===== src/rtl/can_pkg.sv =====
// Shared CAN identifier definitions: field widths, recessive level and the
// identifier serializer FSM state encoding.
package can_pkg;

  localparam int unsigned ID_WIDTH     = 11;
  localparam int unsigned ID_CNT_WIDTH = 4;
  localparam logic        RECESSIVE    = 1'b1;

  localparam logic [ID_CNT_WIDTH-1:0] ID_BITS = ID_CNT_WIDTH'(ID_WIDTH);

  typedef enum logic [1:0] {
    IDLE     = 2'd0,
    TRANSMIT = 2'd1,
    COMPLETE = 2'd2
  } state_e;

endpackage


===== src/rtl/can_identifier.sv =====
// CAN base-identifier serializer: shifts the 11-bit identifier out MSB-first,
// one bit per sample_point. Optional macro ID_VALID_CHECK_EN rejects 7'h7F prefixes.
module can_identifier
  import can_pkg::*;
(
  input  logic                    clock,
  input  logic                    reset,
  input  logic                    enable,
  input  logic                    sample_point,
  input  logic                    tx_request,
  input  logic                    sof_complete,
  input  logic [ID_WIDTH-1:0]     identifier,
  output logic                    bit_id,
  output logic [ID_CNT_WIDTH-1:0] bit_counter,
  output logic                    id_complete
);

  state_e                  state_q, state_d;
  logic [ID_WIDTH-1:0]     shreg_q, shreg_d;
  logic                    bit_id_q, bit_id_d;
  logic [ID_CNT_WIDTH-1:0] cnt_q, cnt_d;
  logic                    done_q, done_d;
  logic                    req_ok;
  logic                    id_valid;

`ifdef ID_VALID_CHECK_EN
  assign id_valid = (identifier[ID_WIDTH-1:ID_WIDTH-7] != '1);
`else
  assign id_valid = 1'b1;
`endif

  assign req_ok = tx_request && sof_complete;

  always_comb begin
    state_d  = state_q;
    shreg_d  = shreg_q;
    bit_id_d = bit_id_q;
    cnt_d    = cnt_q;
    done_d   = done_q;
    unique case (state_q)
      IDLE: begin
        bit_id_d = RECESSIVE;
        cnt_d    = '0;
        done_d   = 1'b0;
        if (req_ok && id_valid) begin
          state_d  = TRANSMIT;
          shreg_d  = identifier;
          bit_id_d = identifier[ID_WIDTH-1];
        end
      end
      TRANSMIT: begin
        if (!req_ok) begin
          state_d  = IDLE;
          bit_id_d = RECESSIVE;
          cnt_d    = '0;
          done_d   = 1'b0;
        end else if (sample_point) begin
          cnt_d = cnt_q + 1'b1;
          // Last sample keeps identifier[0] on the bus instead of shifting on.
          if (cnt_q == ID_BITS - 1'b1) begin
            state_d = COMPLETE;
            done_d  = 1'b1;
          end else begin
            shreg_d  = shreg_q << 1;
            bit_id_d = shreg_d[ID_WIDTH-1];
          end
        end
      end
      COMPLETE: begin
        if (!req_ok) begin
          state_d  = IDLE;
          bit_id_d = RECESSIVE;
          cnt_d    = '0;
          done_d   = 1'b0;
        end
      end
      default: begin
        state_d  = IDLE;
        bit_id_d = RECESSIVE;
        cnt_d    = '0;
        done_d   = 1'b0;
      end
    endcase
  end

  always_ff @(posedge clock) begin
    if (reset) begin
      state_q  <= IDLE;
      shreg_q  <= '0;
      bit_id_q <= RECESSIVE;
      cnt_q    <= '0;
      done_q   <= 1'b0;
    end else if (enable) begin
      state_q  <= state_d;
      shreg_q  <= shreg_d;
      bit_id_q <= bit_id_d;
      cnt_q    <= cnt_d;
      done_q   <= done_d;
    end
  end

  assign bit_id      = bit_id_q;
  assign bit_counter = cnt_q;
  assign id_complete = done_q;

endmodule


===== config.mk =====
export PLATFORM = sky130hd
export DESIGN_NAME = can_identifier
export DESIGN_NICKNAME = d
export VERILOG_FILES = /design/src/rtl/can_pkg.sv /design/src/rtl/can_identifier.sv
export SDC_FILE = /design/constraint.sdc
export NUM_CORES = 1
export LEC_CHECK = 0
export BUFFER_PORTS_ARGS = -buffer_cell sky130_fd_sc_hd__buf_2
export CAP_MARGIN = 20
export CORE_MARGIN = 2
export CORE_UTILIZATION = 51
export CTS_BUF_LIST = sky130_fd_sc_hd__clkbuf_16
export DETAILED_ROUTE_END_ITERATION = 6
export GPL_ROUTABILITY_DRIVEN = 0
export MAX_ROUTING_LAYER = met4
export PLACE_DENSITY = 0.78
export RECOVER_POWER = 50
export SLEW_MARGIN = 10
export SYNTH_ARGS = -nofsm -noshare
export SYNTH_HDL_FRONTEND = slang
export SYNTH_SLANG_ARGS = --single-unit

===== constraint.sdc =====
create_clock -name clock -period 2.15 [get_ports clock]
set_input_delay 0.43 -clock clock [delete_from_list [all_inputs] [get_ports clock]]
set_output_delay 0.43 -clock clock [all_outputs]
set_load 0.02 [all_outputs]

==> Word-level counts from Yosys, hierarchy flattened <==
Index checks and enable logic that the tools add are counted.
{ "classes": {"muxes": 26, "n_addsub": 1, "reduce_logical": 8, "n_eq_ne": 11} }
{ "op_table": {"columns": ["cell", "n"], "rows": [
  ["$mux W10", 4],
  ["$pmux W10 S2", 1],
  ["$mux W4", 3],
  ["$mux W2", 5],
  ["$ne A2 B2 Y1 const B", 5],
  ["$mux W1", 9],
  ["$ne A3 B3 Y1 const B", 3],
  ["$pmux W4 S2", 1],
  ["$reduce_and A4 Y1", 2],
  ["$pmux W2 S3", 1],
  ["$reduce_and A6 Y1", 1],
  ["$reduce_and A5 Y1", 1],
  ["$add A4 B1 Y4 const B", 1],
  ["$eq A4 B4 Y1 const B", 1],
  ["$pmux W1 S3", 1],
  ["$reduce_and A3 Y1", 1],
  ["$eq A2 B1 Y1 const B", 1],
  ["$eq A2 B2 Y1 const B", 1],
  ["$logic_not A2 Y1", 1],
  ["$pmux W1 S2", 1],
  ["$reduce_bool A2 Y1", 1],
  ["$logic_and A1 B1 Y1", 1]
]} }
{ "word_totals": {"elab_cells": 51, "regBits": 18, "output_inout_bits": 6} }

==> Logic depth before layout (Yosys ltp) <==
Gate-level depths: netlist of run 1.
{ "logic_depth": {"ltp_word": 5, "mapped_depth": 8} }

==> Least setup slack after synthesis of run 1 <==
OpenSTA, ideal clock, no wires.
{ "synth_path": {"path_type": "register to register", "startpoint": "register cnt_q[1] (netlist: bit_counter[1])", "endpoint": "register shreg_q[1]", "arrival_time_ps": 1579, "path_buffers": 2, "required_time_ps": 2064, "path_slack_ps": 486, "stages_incl_launch_ff": 8, "cell_sequence": "dfxtp_1 > ha_1 > nand3b_1 > a21bo_2 > buf_6 > and2_1 > buf_6 > a211oi_1"} }
{ "synth_between": {"elab_chain_cells": 3} }
{ "synth_lines": {"columns": ["item", "line", "text"], "rows": [
  ["start, declared", "can_identifier.sv:21", "logic [ID_CNT_WIDTH-1:0] cnt_q, cnt_d;"],
  ["start signal, assigned", "can_identifier.sv:97", "cnt_q <= cnt_d;"],
  ["$eq A4 B4 Y1", "can_identifier.sv:60", "if (cnt_q == ID_BITS - 1'b1) begin"],
  ["$ne A2 B2 Y1 (no source line)", null, null],
  ["$reduce_and A6 Y1 (no source line)", null, null],
  ["end signal, assigned", "can_identifier.sv:95", "shreg_q <= shreg_d;"],
  ["end, declared", "can_identifier.sv:19", "logic [ID_WIDTH-1:0] shreg_q, shreg_d;"]
]} }
Every way passes these cells.
A chain may end at the register's enable or synchronous reset.

==> Worst setup path after layout of run 1 <==
{ "layout_path": {"startpoint": "register cnt_q[0] (netlist: bit_counter[0])", "endpoint": "register shreg_q[0]"} }
The elaborated chain is that of the path after synthesis.

==> impl_results.md, run 1 <==
* X dimension of the die at 47.30 microns
* Max rail drop VDD at 0.4770 mV
* Sequential cell area in the final layout at 360.3 sq um
* Count of TritonRoute iterations in the first routing pass at 4
* Fill cell count at 167
* Worst-skew pair later-pin latency at 0.25 ns
* Largest buffer count on any clock path at 2
* Remaining max-slew budget at the tightest pin at 0.6370
* Port bufs at 22
* Effective utilization at floorplan at 0.5477
* Worst Hold Class: input pin to flop
* Top post-synthesis cells by area: sky130_fd_sc_hd__dfxtp_1 38%, sky130_fd_sc_hd__mux2i_1 12%, sky130_fd_sc_hd__a211oi_1 7.1%
* Overall routed net length at 2065 microns
* Area enclosed by the die boundary at 2237 sq um
* Number of remaining DRC errors at 0
* Root Driver: sky130_fd_sc_hd__clkbuf_16
* Crit path max-delay family: simple AND/OR/NAND/NOR gates
* Post-layout nets at 143
* Clock tree from TritonCTS: done
* Overflow after GRT at 0
* Clock tree skew after final layout at 0.002926 ns
* Hold Violations, Final at 0
* Placed cell count at 144
* Crit path time final at 1.736 ns
* Core Util, Final at 0.6523
* Max FO, Critical Path at 10
* Post-route insts no fill at 148
* Mean post-synth cell area at 9.465 sq um
* Slew @ Worst Pin at 0.5432 ns
* Netlist Area Pre-Place at 955.9 sq um
* Startpoint-to-endpoint class of the critical path: flop to flop
* Post-route setup TNS at 0 ns
* Clk network pwr share at 0.465
* Remaining antenna violation count after routing at 0
* Cell-internal power at 0.6323 mW
* Timing-limited maximum frequency at 576.0 MHz
* Synthesized net count at 120
* Placeable core region at 1745 sq um
* Fraction of the cycle the final worst path needs at 0.8075
* Clock transition time at the flip-flop clock pins of the worst setup and hold paths at 0.05 ns
* Post-synthesis instance total at 101
* Number of clock sinks at 18
* Number of CTS-inserted buffers at 3
* Synthesized flop and latch total at 18
* Total power divided by cell area at 721.2 nW/um^2
* Number of setup violations in the final report at 0
* Multi-input gate area at 539.3 sq um
* Cts-stage hold buffer count at 0
* Number of buffers and inverters on the critical path at 1
* Proportion of power drawn by flip-flops and latches at 0.431
* Startpoint type of the worst setup path: flop
* Initial antenna violation count at 0
* Avg WL per Cell at 13.95 microns
* Worst hold slack at 0.4608 ns
* Comb pwr share at 0.104
* Area leader, netlist: sky130_fd_sc_hd__dfxtp_1
* Total number of placement rows at 15
* Ports placed on the boundary at 23
* Arrival time worst endpoint at 1.92 ns
* CP peak stage delay at 0.38 ns
* Detail Placement HPWL at 1492 microns
* Max-cap violations at 0
* Global-route wire length before repair at 3305 microns
* Required arrival time at the worst endpoint at 2.33 ns
* # Post-CTS Setup Buffers at 0
* H-Tree Depth at 1
* NetSw at 0.1889 mW
* Initial drt markers at 13
* Standby leakage power at 0.4573 nW
* Count of yosys warnings during synthesis at 0
* Die outline height at 47.30 microns
* Largest net degree at the start of global routing at 20
* Share of cells above drive strength 1 at 0.1951
* Number of antenna diodes at 0
* Power after layout at 0.8211 mW
* Resized cells post-CTS at 0
* Switching share of power at 0.2300
* Worst Setup End Kind: flop
* GRT Total Usage at 0.2217
* Vias in the first global route at 797
* Max-slew violation count at 0
* CP max stage cell: sky130_fd_sc_hd__and2_1
* Crit path cell chain: inv_1, ha_1, nand3b_1, a21bo_2, and2_1, mux2i_1
* Via-to-Cell Ratio at 5.703
* Share of Yosys cell area claimed by the top area cell type at 0.3770
* Sequential cell area fraction in the yosys report at 0.3770
* Growth of design area from synthesis to finish at 19.11%
* Result of the run: finished, final reports clean
* Cell variety after synth at 32
* Unrepaired setup endpoints after global routing: false
* Routed via count at 844
final cells by class:
type                    count  share of cell area
flip-flops and latches     18              0.3165
repair buffers             23             0.09670
well taps                  25             0.02747
multi-input cells          73              0.4736
inverters                   5             0.01648
clock buffers               3             0.06593
clock inverters             1            0.003297
power by group through the flow:
stage / sequential [mW] / combinational, mW / clock, mW
after floorplan: 0.360 / 0.0576 / 0
after global routing: 0.355 / 0.0949 / 0.391
after global placement: 0.360 / 0.0820 / 0
after CTS: 0.353 / 0.0861 / 0.382
after detailed placement: 0.361 / 0.0845 / 0
final: 0.354 / 0.0852 / 0.382
tightest hold or removal path: cells and delay by family:
kind	cells	cell delay, ns
buffers and inverters	1	0.10
and+or+nand+nor	1	0.07
muxes	1	0.06
cell usage after synthesis (all sizes together):
library cell and count:
a2111oi 2, a211o 1, a211oi 9, a21bo 1, a21boi 1, a21oi 13, a31oi 2, and2 1
and4b 1, buf 3, clkbuf 2, dfxtp 18, ha 2, inv 5, mux2i 11, nand2 3
nand2b 4, nand3 1, nand3b 2, nand4b 1, nor2 4, nor2b 1, o21ai 4, o221ai 1
o32a 1, or3 3, or3b 1, or4 1, xnor2 2
metrics by stage:
| stage | worst slack, ns | instance area [sq um] |
|---|---|---|
| after floorplan | 0.4856 | 955.9 |
| after global placement | 0.5241 | 1067 |
| after detailed placement | 0.4676 | 1067 |
| after CTS | 0.4285 | 1146 |
| after global routing | 0.3036 | 1139 |
| final | 0.4139 | 1139 |
path summary, 6_finish.rpt:
| kind | from | end | slack (ns) | depth (start not counted) |
|---|---|---|---|---|
| setup / recovery | bit_counter[0] | shreg_q[0] | 0.41 | 6 |
| hold reg to reg | shreg_q[0] | shreg_q[0] | 0.49 | 2 |
| setup reg to reg | bit_counter[0] | shreg_q[0] | 0.41 | 6 |
| hold / removal | identifier[0] | shreg_q[0] | 0.46 | 3 |
metal layers:
layer | up-vias | routed length [microns] | GRT usage
met3 | 5 | 91 | 0.05000
met1 | 399 | 922 | 0.2653
met4 | 0 | 34 | 0.1333
met2 | 20 | 1018 | 0.3351
met5 | - | 0 | -
li1 | 420 | - | -
kinds of logic after synthesis:
family,after synthesis,synth area share
simple gates,23,0.1466
mux,11,0.1152
flops,18,0.3770
fa+ha+maj,2,0.02617
buf+inv,10,0.05891
compound gates,35,0.2579
xor+xnor,2,0.01833
cells in the final DEF (no fill, tap or decap), types with 2 or more instances in the layout:
master and n:
sky130_fd_sc_hd__a211oi_1 9, sky130_fd_sc_hd__nand3b_1 2, sky130_fd_sc_hd__nor2_1 3, sky130_fd_sc_hd__mux2i_1 11, sky130_fd_sc_hd__dfxtp_1 18, sky130_fd_sc_hd__clkbuf_1 6
sky130_fd_sc_hd__nand2b_1 4, sky130_fd_sc_hd__ha_1 2, sky130_fd_sc_hd__o21ai_0 4, sky130_fd_sc_hd__buf_2 16, sky130_fd_sc_hd__clkbuf_16 3, sky130_fd_sc_hd__a21oi_1 13
sky130_fd_sc_hd__xnor2_1 2, sky130_fd_sc_hd__a2111oi_0 2, sky130_fd_sc_hd__or3_1 3, sky130_fd_sc_hd__nand2_1 3, sky130_fd_sc_hd__inv_1 5
flip-flops by register name (all words and copies together), names as in the netlist:
| signal | cells |
|---|---|
| shreg_q | 10 |
| bit_id | 1 |
| id_complete | 1 |
| bit_counter | 4 |
| state_q | 2 |
Note: power is estimated with default switching activity, not from simulation.
==> inputs of run 2 (changes only) <==
- CORE_UTILIZATION: 51 -> 46
- PLACE_DENSITY: 0.78 -> 0.74
- clock period: 2.15 -> 1.5 ns (I/O delays scaled with it)
==> run 2 against run 1 <==
  * Sequential power rose by 43%
  * Global-route usage fell by 2.8 points
  * Worst setup slack got worse by 0.39 ns
  * Register-to-register slack got worse by 0.39 ns
  * Sequential cell count did not move
  * Wire length rose by 10%
==> impl_results.md, run 2 (same netlist as run 1, synthesis figures left out) <==
* Initial antenna violation count at 0
* Met1 wire length at 1046 microns
* Slew @ Worst Pin at 0.3708 ns
* Number of setup violations in the final report at 0
* Commonest non-fill, non-tap cell in the layout: sky130_fd_sc_hd__buf_2
* Startpoint-to-endpoint class of the critical path: flop to flop
* Global-route wire length before repair at 3560 microns
* Port bufs at 22
* Overflow after GRT at 0
* Clk network pwr share at 0.446
* Effective utilization at floorplan at 0.4872
* Max FO, Critical Path at 5
* Comb pwr share at 0.135
* Post-layout nets at 152
* Core Util, Final at 0.6696
* Uppermost layer routed: met4
* Worst Hold Class: input pin to flop
* Root Driver: sky130_fd_sc_hd__clkbuf_16
* Initial drt markers at 12
* Count of TritonRoute iterations in the first routing pass at 4
* Total power divided by cell area at 917.7 nW/um^2
* Cell-internal power at 0.9255 mW
* CP peak stage delay at 0.35 ns
* Growth of design area from synthesis to finish at 37.43%
* Number of buffers and inverters on the critical path at 1
* Remaining antenna violation count after routing at 0
* Clock tree from TritonCTS: done
* Crit path cell chain: inv_4, ha_4, nand3b_1, a21bo_2, and2_2, a211oi_2
* Die outline height at 49.59 microns
* Vias in the first global route at 826
* Remaining max-slew budget at the tightest pin at 0.7464
* X dimension of the die at 49.59 microns
* Clock tree skew after final layout at 0.003582 ns
* Largest buffer count on any clock path at 2
* Largest net degree at the start of global routing at 12
* Via-to-Cell Ratio at 5.465
* Max-slew violation count at 0
* CP max stage cell: sky130_fd_sc_hd__dfxtp_4
* Switching share of power at 0.2324
* Routed via count at 869
* Worst-skew pair later-pin latency at 0.25 ns
* Routed met3 length at 61 microns
* Number of clock sinks at 18
* Number of remaining DRC errors at 0
* Cts-stage hold buffer count at 0
* Max-cap violations at 0
* Placeable core region at 1962 sq um
* Register with the most flip-flops: shreg_q
* Number of CTS-inserted buffers at 3
* Placed cell count at 153
* Area enclosed by the die boundary at 2459 sq um
* Proportion of power drawn by flip-flops and latches at 0.419
* Crit path max-delay family: compound AO/OA/AOI/OAI gates
* Highest-count cells in the layout ignoring fill and taps: 19 x sky130_fd_sc_hd__buf_2, 15 x sky130_fd_sc_hd__dfxtp_1, 11 x sky130_fd_sc_hd__mux2i_1, 9 x sky130_fd_sc_hd__a211oi_2
* Fill cell count at 172
* Overall routed net length at 2277 microns
* Length of routed met2 wiring at 1124 microns
* Sequential cell area in the final layout at 369.1 sq um
* Crit path time final at 1.472 ns
* Number of antenna diodes at 0
* Clock transition time at the flip-flop clock pins of the worst setup and hold paths at 0.05 ns
* Result of the run: finished, final reports clean
* Largest register FFs at 10
* Share of cells above drive strength 1 at 0.4242
* NetSw at 0.2802 mW
* Fraction of the cycle the final worst path needs at 0.9812
* Total number of placement rows at 16
* Startpoint type of the worst setup path: flop
* Required arrival time at the worst endpoint at 1.67 ns
* Multi-input gate area at 633.1 sq um
* Arrival time worst endpoint at 1.64 ns
* Detail Placement HPWL at 1579 microns
* Max rail drop VDD at 0.6460 mV
* Post-route insts no fill at 159
* H-Tree Depth at 1
* Ports placed on the boundary at 23
* Standby leakage power at 0.5333 nW
* Timing-limited maximum frequency at 679.5 MHz
* GRT Total Usage at 0.1936
* Hold Violations, Final at 0
* Worst Setup End Kind: flop
* Avg WL per Cell at 14.32 microns
run 2: changes by cell type in the layout (fill, tap and decap cells not counted), sizes merged:
cell,before,now
buf,17,28
clkbuf,9,6
and2,1,2
run 2: metal layers:
metal,GRT usage,up-vias
li1,-,437
met3,0.03636,6
met1,0.2348,411
met2,0.3133,15
met4,0.08333,0
met5,-,-
run 2: what timing repair did:
item                       CTS  global route
setup buffers                0             1
setup endpoints to repair    0            16
resized for setup            0            10
run 2: final timing paths:
path	start	end	slack, ns	cells past startpoint
hold / removal	identifier[0]	shreg_q[0]	0.32	3
setup / recovery	bit_counter[0]	shreg_q[7]	0.03	6
setup reg to reg	bit_counter[0]	shreg_q[7]	0.03	6
hold reg to reg	id_complete	id_complete	0.46	2
run 2: layout make-up:
class / count / area share
Multi-Input combinational cell: 74 / 0.4819
Sequential cell: 18 / 0.2810
Timing Repair Buffer: 31 / 0.1352
Clock buffer: 3 / 0.05714
Tap cell: 27 / 0.02571
Inverter: 5 / 0.01619
Clock inverter: 1 / 0.002857
run 2: power by group through the flow:
| stage | Combinational [mW] | Sequential [mW] | Clock [mW] |
|---|---|---|---|
| 5_1_grt | 0.178 | 0.507 | 0.558 |
| 4_1_cts | 0.151 | 0.504 | 0.540 |
| 2_1_floorplan | 0.0977 | 0.514 | 0 |
| 3_3_place_gp | 0.145 | 0.513 | 0 |
| 6_report | 0.162 | 0.506 | 0.538 |
| 3_5_place_dp | 0.150 | 0.513 | 0 |
run 2: worst min-delay path, delay by kind of cell:
kind	cells	cell delay, ns
buf+inv	1	0.09
simple gates	1	0.07
mux	1	0.06
run 2: stage by stage:
stage	TNS (ns)	area, sq um	total power [mW]	hold slack [ns]	worst slack, ns
detailed placement	0	1180	0.6633	0.4552	0.03257
global placement	0	1180	0.6577	0.4547	0.07315
global route	-0.1488	1314	1.244	0.3300	-0.02693
floorplan	-0.2189	1013	0.6112	0.4485	-0.02250
CTS	0	1259	1.195	0.3266	0.02312
finish	0	1314	1.206	0.3242	0.02823
